File: src/rtl/mips_pkg.sv
// Shared definitions for the MIPS fetch stage.
//   RESET_PC_DEFAULT  : first fetch address after reset
//   NOP_INSTR_DEFAULT : IF/ID contents when empty or flushed (sll $0,$0,0)
//   fetch_state_e     : fetch controller states
//   pc_plus4          : sequential PC increment, wraps modulo 2^32
//   word_align        : clears the byte-offset bits of an address
package mips_pkg;

    localparam logic [31:0] RESET_PC_DEFAULT  = 32'h0040_0000;
    localparam logic [31:0] NOP_INSTR_DEFAULT = 32'h0000_0000;

    typedef enum logic [1:0] {
        FETCH = 2'b00,
        DRAIN = 2'b01,
        HOLD  = 2'b10
    } fetch_state_e;

    function automatic logic [31:0] pc_plus4(input logic [31:0] pc);
        return pc + 32'd4;
    endfunction

    function automatic logic [31:0] word_align(input logic [31:0] addr);
        return addr & 32'hFFFF_FFFC;
    endfunction

endpackage

File: src/rtl/fetch_stage_if.sv
// Instruction-memory request/response bus.
//   imem_req_o   : fetch request (held until acknowledged)
//   imem_addr_o  : word-aligned fetch address
//   imem_ack_i   : imem_rdata_i valid for the current request
//   imem_rdata_i : instruction word
// master = fetch stage, slave = instruction memory.
interface fetch_stage_if;

    logic        imem_req_o;
    logic [31:0] imem_addr_o;
    logic        imem_ack_i;
    logic [31:0] imem_rdata_i;

    modport master (
        output imem_req_o,
        output imem_addr_o,
        input  imem_ack_i,
        input  imem_rdata_i
    );

    modport slave (
        input  imem_req_o,
        input  imem_addr_o,
        output imem_ack_i,
        output imem_rdata_i
    );

endinterface

File: src/rtl/if_id_register.sv
// IF/ID pipeline register.
//   clk, reset         : clock, synchronous active-high reset
//   flush              : invalidate contents (highest priority after reset)
//   stall              : hold current contents
//   load               : capture load_instr/load_pc4 as a valid instruction
//   instr, pc4, valid  : registered IF/ID contents
// With no stall and nothing to load, the register takes a bubble so that
// decode never sees the same instruction twice.
module if_id_register
    import mips_pkg::*;
#(
    parameter logic [31:0] NOP_INSTR = NOP_INSTR_DEFAULT
) (
    input  logic        clk,
    input  logic        reset,
    input  logic        flush,
    input  logic        stall,
    input  logic        load,
    input  logic [31:0] load_instr,
    input  logic [31:0] load_pc4,
    output logic [31:0] instr,
    output logic [31:0] pc4,
    output logic        valid
);

    // IF/ID update: reset > flush > stall > load > bubble
    always_ff @(posedge clk) begin
        if (reset) begin
            instr <= NOP_INSTR;
            pc4   <= 32'h0000_0000;
            valid <= 1'b0;
        end else if (flush) begin
            instr <= NOP_INSTR;
            pc4   <= 32'h0000_0000;
            valid <= 1'b0;
        end else if (stall) begin
            instr <= instr;
            pc4   <= pc4;
            valid <= valid;
        end else if (load) begin
            instr <= load_instr;
            pc4   <= load_pc4;
            valid <= 1'b1;
        end else begin
            instr <= NOP_INSTR;
            pc4   <= 32'h0000_0000;
            valid <= 1'b0;
        end
    end

endmodule

File: src/rtl/fetch_stage.sv
// MIPS instruction-fetch stage.
//   clk, reset      : clock, synchronous active-high reset
//   stall_i         : decode cannot accept; IF/ID holds
//   flush_i         : invalidate IF/ID this cycle
//   redirect_i      : next fetch goes to redirect_pc_i (bits [1:0] ignored)
//   imem            : instruction-memory bus (master side)
//   if_id_instr_o   : IF/ID instruction, opcode in [31:26]
//   if_id_pc4_o     : PC+4 of that instruction
//   if_id_valid_o   : IF/ID holds a real instruction
// One request is outstanding at a time. A redirect that arrives while a
// request is outstanding parks the target in pc_r and the controller
// waits in DRAIN for the stale response before fetching the target.
// A response that arrives while decode is stalled on a valid instruction
// is parked in a one-entry skid buffer (HOLD).
module fetch_stage
    import mips_pkg::*;
#(
    parameter logic [31:0] RESET_PC  = RESET_PC_DEFAULT,
    parameter logic [31:0] NOP_INSTR = NOP_INSTR_DEFAULT
) (
    input  logic               clk,
    input  logic               reset,
    input  logic               stall_i,
    input  logic               flush_i,
    input  logic               redirect_i,
    input  logic [31:0]        redirect_pc_i,
    fetch_stage_if.master      imem,
    output logic [31:0]        if_id_instr_o,
    output logic [31:0]        if_id_pc4_o,
    output logic               if_id_valid_o
);

    fetch_state_e state_r;
    fetch_state_e state_next_s;

    logic [31:0] pc_r;
    logic [31:0] pc_next_s;
    logic [31:0] req_addr_r;
    logic [31:0] req_addr_next_s;
    logic        req_r;
    logic        req_next_s;

    logic [31:0] buf_instr_r;
    logic [31:0] buf_pc4_r;
    logic        buf_load_s;

    logic        ack_s;
    logic [31:0] target_s;
    logic [31:0] addr_pc4_s;
    logic        ifid_load_s;
    logic [31:0] ifid_load_instr_s;
    logic [31:0] ifid_load_pc4_s;
    logic        ifid_stall_s;

    // An ack only counts while a request is actually on the bus
    assign ack_s      = imem.imem_ack_i & req_r;
    assign target_s   = word_align(redirect_pc_i);
    assign addr_pc4_s = pc_plus4(req_addr_r);

    // A stall only needs to hold IF/ID when it carries a real instruction
    assign ifid_stall_s = stall_i & if_id_valid_o;

    assign imem.imem_req_o  = req_r;
    assign imem.imem_addr_o = req_addr_r;

    // State register
    always_ff @(posedge clk) begin
        if (reset) begin
            state_r <= FETCH;
        end else begin
            state_r <= state_next_s;
        end
    end

    // Next-state, address update and IF/ID load selection
    always_comb begin
        state_next_s      = state_r;
        pc_next_s         = pc_r;
        req_addr_next_s   = req_addr_r;
        buf_load_s        = 1'b0;
        ifid_load_s       = 1'b0;
        ifid_load_instr_s = imem.imem_rdata_i;
        ifid_load_pc4_s   = addr_pc4_s;

        case (state_r)
            FETCH: begin
                if (ack_s) begin
                    if (redirect_i) begin
                        // Response belongs to the wrong path
                        req_addr_next_s = target_s;
                    end else if (flush_i) begin
                        // Flush discards the word but the stream advances
                        req_addr_next_s = addr_pc4_s;
                    end else if (stall_i && if_id_valid_o) begin
                        buf_load_s      = 1'b1;
                        req_addr_next_s = addr_pc4_s;
                        state_next_s    = HOLD;
                    end else begin
                        ifid_load_s     = 1'b1;
                        req_addr_next_s = addr_pc4_s;
                    end
                end else if (redirect_i) begin
                    if (req_r) begin
                        // Request in flight: remember target, drain old response
                        pc_next_s    = target_s;
                        state_next_s = DRAIN;
                    end else begin
                        req_addr_next_s = target_s;
                    end
                end else begin
                    state_next_s = FETCH;
                end
            end

            DRAIN: begin
                if (ack_s) begin
                    // A redirect coinciding with the ack is the newest target
                    if (redirect_i) begin
                        req_addr_next_s = target_s;
                    end else begin
                        req_addr_next_s = pc_r;
                    end
                    state_next_s = FETCH;
                end else if (redirect_i) begin
                    pc_next_s = target_s;
                end else begin
                    state_next_s = DRAIN;
                end
            end

            HOLD: begin
                if (redirect_i) begin
                    req_addr_next_s = target_s;
                    state_next_s    = FETCH;
                end else if (flush_i) begin
                    // Buffered word is dropped; req_addr_r already points past it
                    state_next_s = FETCH;
                end else if (!stall_i) begin
                    ifid_load_s       = 1'b1;
                    ifid_load_instr_s = buf_instr_r;
                    ifid_load_pc4_s   = buf_pc4_r;
                    state_next_s      = FETCH;
                end else begin
                    state_next_s = HOLD;
                end
            end

            default: begin
                state_next_s = FETCH;
            end
        endcase
    end

    // Request is on the bus in every state except HOLD
    assign req_next_s = (state_next_s != HOLD);

    // Fetch PC, request address and request strobe
    always_ff @(posedge clk) begin
        if (reset) begin
            pc_r       <= RESET_PC;
            req_addr_r <= RESET_PC;
            req_r      <= 1'b0;
        end else begin
            pc_r       <= pc_next_s;
            req_addr_r <= req_addr_next_s;
            req_r      <= req_next_s;
        end
    end

    // Skid buffer for a response that arrives during a stall
    always_ff @(posedge clk) begin
        if (reset) begin
            buf_instr_r <= NOP_INSTR;
            buf_pc4_r   <= 32'h0000_0000;
        end else if (buf_load_s) begin
            buf_instr_r <= imem.imem_rdata_i;
            buf_pc4_r   <= addr_pc4_s;
        end else begin
            buf_instr_r <= buf_instr_r;
            buf_pc4_r   <= buf_pc4_r;
        end
    end

    if_id_register #(
        .NOP_INSTR (NOP_INSTR)
    ) u_if_id (
        .clk        (clk),
        .reset      (reset),
        .flush      (flush_i),
        .stall      (ifid_stall_s),
        .load       (ifid_load_s),
        .load_instr (ifid_load_instr_s),
        .load_pc4   (ifid_load_pc4_s),
        .instr      (if_id_instr_o),
        .pc4        (if_id_pc4_o),
        .valid      (if_id_valid_o)
    );

endmodule

File: src/flat_wrapper.sv
// flat-port wrapper written by rule: the top's interface ports become plain ports
module fetch_stage_flat import mips_pkg::*;
#(
    parameter logic [31:0] RESET_PC  = RESET_PC_DEFAULT,
    parameter logic [31:0] NOP_INSTR = NOP_INSTR_DEFAULT
)
  (clk, reset, stall_i, flush_i, redirect_i, redirect_pc_i, if_id_instr_o, if_id_pc4_o, if_id_valid_o, imem_imem_req_o, imem_imem_addr_o, imem_imem_ack_i, imem_imem_rdata_i);
  fetch_stage_if imem_i ();
  input  logic clk;
  input  logic reset;
  input  logic stall_i;
  input  logic flush_i;
  input  logic redirect_i;
  input  logic [31:0] redirect_pc_i;
  output logic [31:0] if_id_instr_o;
  output logic [31:0] if_id_pc4_o;
  output logic if_id_valid_o;
  output wire logic [$bits(imem_i.imem_req_o)-1:0] imem_imem_req_o;
  output wire logic [$bits(imem_i.imem_addr_o)-1:0] imem_imem_addr_o;
  input wire logic [$bits(imem_i.imem_ack_i)-1:0] imem_imem_ack_i;
  input wire logic [$bits(imem_i.imem_rdata_i)-1:0] imem_imem_rdata_i;
  assign imem_imem_req_o = imem_i.imem_req_o;
  assign imem_imem_addr_o = imem_i.imem_addr_o;
  assign imem_i.imem_ack_i = imem_imem_ack_i;
  assign imem_i.imem_rdata_i = imem_imem_rdata_i;
  fetch_stage #(.RESET_PC(RESET_PC), .NOP_INSTR(NOP_INSTR)) u_core (.clk(clk), .reset(reset), .stall_i(stall_i), .flush_i(flush_i), .redirect_i(redirect_i), .redirect_pc_i(redirect_pc_i), .imem(imem_i), .if_id_instr_o(if_id_instr_o), .if_id_pc4_o(if_id_pc4_o), .if_id_valid_o(if_id_valid_o));
endmodule
File: config.mk
export PLATFORM = sky130hd
export DESIGN_NAME = fetch_stage_flat
export DESIGN_NICKNAME = d
export VERILOG_FILES = /design/src/rtl/mips_pkg.sv /design/src/rtl/fetch_stage_if.sv /design/src/rtl/if_id_register.sv /design/src/rtl/fetch_stage.sv /design/src/flat_wrapper.sv
export SDC_FILE = /design/constraint.sdc
export NUM_CORES = 1
export LEC_CHECK = 0
export ABC_AREA = 0
export CAP_MARGIN = 20
export CORE_AREA = 2 2 201 104
export CTS_CLUSTER_SIZE = 40
export DETAILED_ROUTE_END_ITERATION = 12
export DIE_AREA = 0 0 203 106
export PLACE_DENSITY = 0.76
export SETUP_SLACK_MARGIN = 0.1
export SYNTH_ARGS = -nofsm -noshare
export SYNTH_HDL_FRONTEND = slang
export SYNTH_HIERARCHICAL = 1
export SYNTH_SLANG_ARGS = --single-unit
File: constraint.sdc
create_clock -name clk -period 7.1 [get_ports clk]
set_clock_uncertainty 0.1 [all_clocks]
set_input_delay 0.71 -clock clk [delete_from_list [all_inputs] [get_ports clk]]
set_output_delay 0.71 -clock clk [all_outputs]
set_load 0.02 [all_outputs]
# Word level (Yosys, flattened, before mapping)
# Cells that the tools add are included.
# word_totals
register_bits,196
latchBits,0
ram_bits,0
romBits,0
inputBits,70
word_cells,77
n_memories,0
# classes
n_addsub,1
mul,0
div,0
magnitude_cmp,0
n_eq_ne,11
shifts,0
n_mux,47
bitwise,2
n_reduce_logical,7
# ops
cell,n
$mux 32,19
$pmux 32 s3,1
$pmux 32 s2,1
$add 32x3->32 const B,1
$mux 2,11
$mux 1,13
$ne 2x2->1 const B,5
$reduce_and 5->1,2
$pmux 2 s3,1
$ne 2x1->1 const B,2
$ne 3x2->1 const B,1
$ne 3x3->1 const B,1
$reduce_bool 3->1,1
$and 1x1->1,2
$eq 2x1->1 const B,1
$eq 2x2->1 const B,1
$logic_not 2->1,1
$pmux 1 s2,1
$reduce_bool 2->1,1
$reduce_or 2->1,1
$logic_and 1x1->1,1

# Logic depth before layout (Yosys ltp)
# logic_depth
ltp_word,7
ltp_mapped,13
mapped_depth_nobuf,8

# By module
# Netlist, hierarchy kept.
# modules_own_cells
mod,n_inst,cells_each,area_per_inst_um2
fetch_stage,1,931,7163.1
if_id_register,1,288,2733.9

# Worst setup path before layout
# OpenSTA, ideal clock, no wires.
# synth_timing
kind,input to register
start,in redirect_i
end,reg u_core.u_if_id.valid
arrival_time_ns,2.505
t_required_ns,6.872
path_slack_ns,4.367
stages,11
n_path_buf,6
path_cell_list,nand2b_1 > or3_1 > clkbuf_1 > buf_1 > buf_2 > buf_1 > o41ai_1 > buf_4 > buf_2 > mux2i_1 > nor2_1
# synth_between
elab_chain_cells,4
# synth_rtl
item,line_no,text
start: declaration,flat_wrapper.sv:13,input logic redirect_i;
$mux 1,fetch_stage.sv:88,if (redirect_i) begin
$mux 1,fetch_stage.sv:87,if (ack_s) begin
$pmux 1 s2 *,fetch_stage.sv:85,case (state_r)
via u_core.ifid_load_s,fetch_stage.sv:50,logic ifid_load_s;
$mux 1 *,if_id_register.sv:40,end else if (load) begin
end signal: assignment,if_id_register.sv:39,valid <= valid;
end: declaration,if_id_register.sv:23,output logic valid
# The timed path passes the listed nets; every way through them passes the cells marked *.
# A chain may end at the register's enable or synchronous reset.

# Worst setup path in the final report
# layout_timing
start,in redirect_i
end,reg u_core.buf_pc4_r[14]
# layout_between
elab_chain_cells,3
# layout_rtl
item,line_no,text
$mux 1,fetch_stage.sv:88,
$mux 1,fetch_stage.sv:87,
$mux 1,fetch_stage.sv:85,
end signal: assignment,fetch_stage.sv:177,buf_pc4_r <= addr_pc4_s;
end signal: assignment,fetch_stage.sv:180,buf_pc4_r <= buf_pc4_r;
end: declaration,fetch_stage.sv:44,logic [31:0] buf_pc4_r;
# Every way passes these cells.

==> results.py <==
metrics = {
    "timing": {
        "fmax_mhz": 275.9,
        "worst_slew_pin_slew_ps": 1083,
        "min_period_ps": 3625,
        "rsz0062_at_grt": "false",
        "slew_viol_final": 0,
        "holdWs_ps": 352.0,
        "tns_ps": 0,
        "maxSlewHeadroom_pct": 27.77,
        "setup_viol_count_final": 0,
        "hold_viol_final": 0,
        "fin_ws_ps": 3475,
        "period_share_pct": 51.06,
    },
    "pwr": {
        "power_density_nw_per_um2": 204.5,
        "power_mw": 2.476,
        "ir_drop_uv": 171.1,
        "p_leak_nw": 3.923,
    },
    "setup_path": {
        "slowest_stage": "clkdlybuf4s50_1",
        "reg2reg_depth": 8,
        "slowest_delay_ps": 780,
        "r2r_end": "u_core/u_if_id/pc4[30]",
        "endpoint": "u_core/buf_pc4_r[14]",
        "critPathLaunchType": "primary input",
        "worstSetupPathType": "primary input to flip-flop",
        "rrSetupSlack_ps": 4070,
        "required_ps": 7340,
        "r2r-start": "u_core/imem.imem_addr_o[2]",
        "startpoint": "redirect_i",
        "end_kind": "flip-flop",
        "path_max_fanout": 74,
        "cp_cell_sequence": "clkdlybuf4s50_1 > nor4bb_1 > and3_2 > buf_4 > nor2_1 > a211oi_1",
        "worst_ep_arrival_time_ps": 3870,
    },
    "yosys": {
        "synth.yosys.seq_area_share_pct": 39.65,
        "synthCells": 1219,
        "synth_ff_type": "dfxtp_1",
        "syn-mean-instance-area_sq_um": 8.119,
        "ys_ff_latch": 196,
        "synth_nets": 1294,
        "synth_edf_count": 0,
        "async_flop_share_pct": 0,
        "yosysWarningCount": 6,
        "synth_area_sq_um": 9897,
        "synth_cell_type_count": 63,
    },
    "placed_design": {
        "io_buffers": 165,
        "hpwl_mm": 18.70,
        "dpl-instance-area_sq_um": 11490,
        "place.gp.congestion": 0.9347,
        "dp_slack_ps": 3139,
    },
    "cts": {
        "htree_num_levels": 4,
        "clkLatencyLatePin_ps": 440,
        "ctsHoldBuffers": 0,
        "clk_pin_slew_worst_paths_ps": 70,
        "tritoncts": "yes",
        "root_buffer": "clkbuf_16",
        "ctsResizeCount": 0,
        "max-clock-path-buffers": 2,
        "post_cts_buffers": 0,
        "cts_buffers": 17,
        "clock-sinks": 196,
    },
    "floorplan": {
        "coreArea_sq_um": 19950,
        "io-pin-count": 168,
        "die-area_sq_um": 21520,
        "dieWidth_um": 203,
        "row_count": 37,
        "dieHeight_um": 106,
        "start_util_pct": 49.60,
    },
    "final_layout": {
        "antennaDiodeCount": 0,
        "areaGrowthSynthToFinish_pct": 22.31,
        "final_nets": 1383,
        "final_common_cell": "nand2_1",
        "fin_area_sq_um": 12110,
        "drive_gt1_share_pct": 11.98,
        "layout_common_cells": "nand2_1 (235), dfxtp_1 (196), clkdlybuf4s50_1 (164)",
    },
    "grt": {
        "use_met1_pct": 37.92,
        "grt_pass1_vias": 8620,
        "globalRouteMet3Util_pct": 7.633,
        "grt_max_degree": 101,
        "grt_pass1_wl_mm": 45.66,
        "antenna_found_initial": 0,
        "gr-total-overflow": 0,
        "grt_use_total_pct": 26.61,
        "grt_use_met2_pct": 39.14,
        "grt-busiest-layer": "met2",
    },
    "route": {
        "drc": 0,
        "wl_mm": 28.67,
        "drt_pass1_iterations": 6,
        "vias": 9312,
        "routedWlPerCell_um": 18.01,
        "drt_iter0_drc": 768,
        "ant_nets": 0,
        "viasPerCell": 5.849,
    },
    "job": {
        "maxCapViolations": 0,
    },
    "outcome": {
        "status": "finished, final reports clean",
    },
    "worst_hold_path": {
        "hold_path_class": "flip-flop to flip-flop",
    },
}
## Yosys cell counts (4+ instances only)
| cell | count | area, sq um |
|---|---|---|
| nand4_1 | 10 | 62.56 |
| buf_4 | 4 | 30.03 |
| nand2b_1 | 4 | 25.02 |
| dfxtp_1 | 196 | 3924 |
| nand3_1 | 14 | 70.07 |
| a31oi_1 | 8 | 50.05 |
| buf_1 | 11 | 41.29 |
| nand3b_1 | 69 | 518.0 |
| a221oi_1 | 15 | 131.4 |
| or3_1 | 5 | 31.28 |
| ha_1 | 5 | 62.56 |
| buf_6 | 8 | 90.09 |
| o31ai_1 | 4 | 30.03 |
| nor2_1 | 94 | 352.8 |
| buf_2 | 24 | 120.1 |
| a211oi_1 | 39 | 292.8 |
| o32ai_1 | 8 | 70.07 |
| a21oi_2 | 50 | 437.9 |
| o22ai_1 | 8 | 50.05 |
| and2_1 | 4 | 25.02 |
| o21ai_0 | 21 | 105.1 |
| nor4_1 | 5 | 31.28 |
| clkbuf_1 | 65 | 244.0 |
| inv_1 | 15 | 56.30 |
| and3_1 | 5 | 31.28 |
| nor3_1 | 16 | 80.08 |
| nand2_1 | 235 | 882.1 |
| xnor2_1 | 16 | 140.1 |
| mux2_2 | 42 | 473.0 |
| xor2_1 | 12 | 105.1 |
| o21a_1 | 5 | 37.54 |
| nor4_4 | 4 | 85.08 |
| a22oi_1 | 12 | 90.09 |
| a21oi_1 | 143 | 715.7 |
## worst min path at each step
stage                           from                     to  cells after the start
3_3_place_gp   u_core/buf_instr_r[1]  u_core/buf_instr_r[1]                      2
5_1_grt        u_core/buf_instr_r[3]  u_core/buf_instr_r[3]                      2
3_5_place_dp         u_core/pc_r[27]        u_core/pc_r[27]                      2
4_1_cts              u_core/pc_r[27]        u_core/pc_r[27]                      2
2_1_floorplan  u_core/buf_instr_r[0]  u_core/buf_instr_r[0]                      2
6_report       u_core/buf_instr_r[1]  u_core/buf_instr_r[1]                      2
## flip-flops by register name, summed over array words and instances, names as in the netlist
register,cells
u_core/buf_pc4_r,32
u_core/u_if_id/instr,32
u_core/buf_instr_r,32
u_core/u_if_id/pc4,32
u_core/imem.imem_addr_o,32
u_core/pc_r,32
u_core/imem.imem_req_o,1
u_core/state_r,2
u_core/u_if_id/valid,1
## cells by family after synthesis
group	count (synthesis)	share of synthesized area, %
AO/OA/AOI/OAI	336	22.44
XOR/XNOR	28	2.478
adder cells (fa/ha/maj)	5	0.6321
buffers and inverters	127	5.879
flip-flops	196	39.65
multiplexers	43	4.880
AND/OR/NAND/NOR	484	24.05
## metrics by stage
stage	cells	utilization (%)
detailed placement	1558	57.58
CTS	1588	60.41
global placement	1558	57.58
global route	1592	60.67
finish	1592	60.67
floorplan	1219	-
## final cells by class
cell class | count | area, sq um
sequential | 196 | 3924
multi-input combinational | 896 | 5420
tap | 273 | 341.6
timing repair buffer | 182 | 1799
clock buffer | 18 | 429.2
fill | 1770 | 7848
clock inverter | 12 | 135.1
inverter | 15 | 56.30
## layer usage
metal / wire length, um / vias to the layer above
met5: 0 / -
met4: 373 / 0
met3: 2345 / 34
met2: 12490 / 343
met1: 13460 / 4477
li1: - / 4458
## critical path: cells and delay by family
kind | cells | cell delay (ps)
AOI/OAI and AO/OA | 1 | 250
and+or+nand+nor | 3 | 1400
buffers and inverters | 2 | 1450
## power breakdown
part | total, mW | internal, mW | switching, mW | leakage, nW
Clock | 0.952 | 0.516 | 0.436 | 0.264
Sequential | 1.18 | 1.13 | 0.0470 | 1.59
Combinational | 0.348 | 0.150 | 0.198 | 2.07
Power figures use the tool's default switching activity.
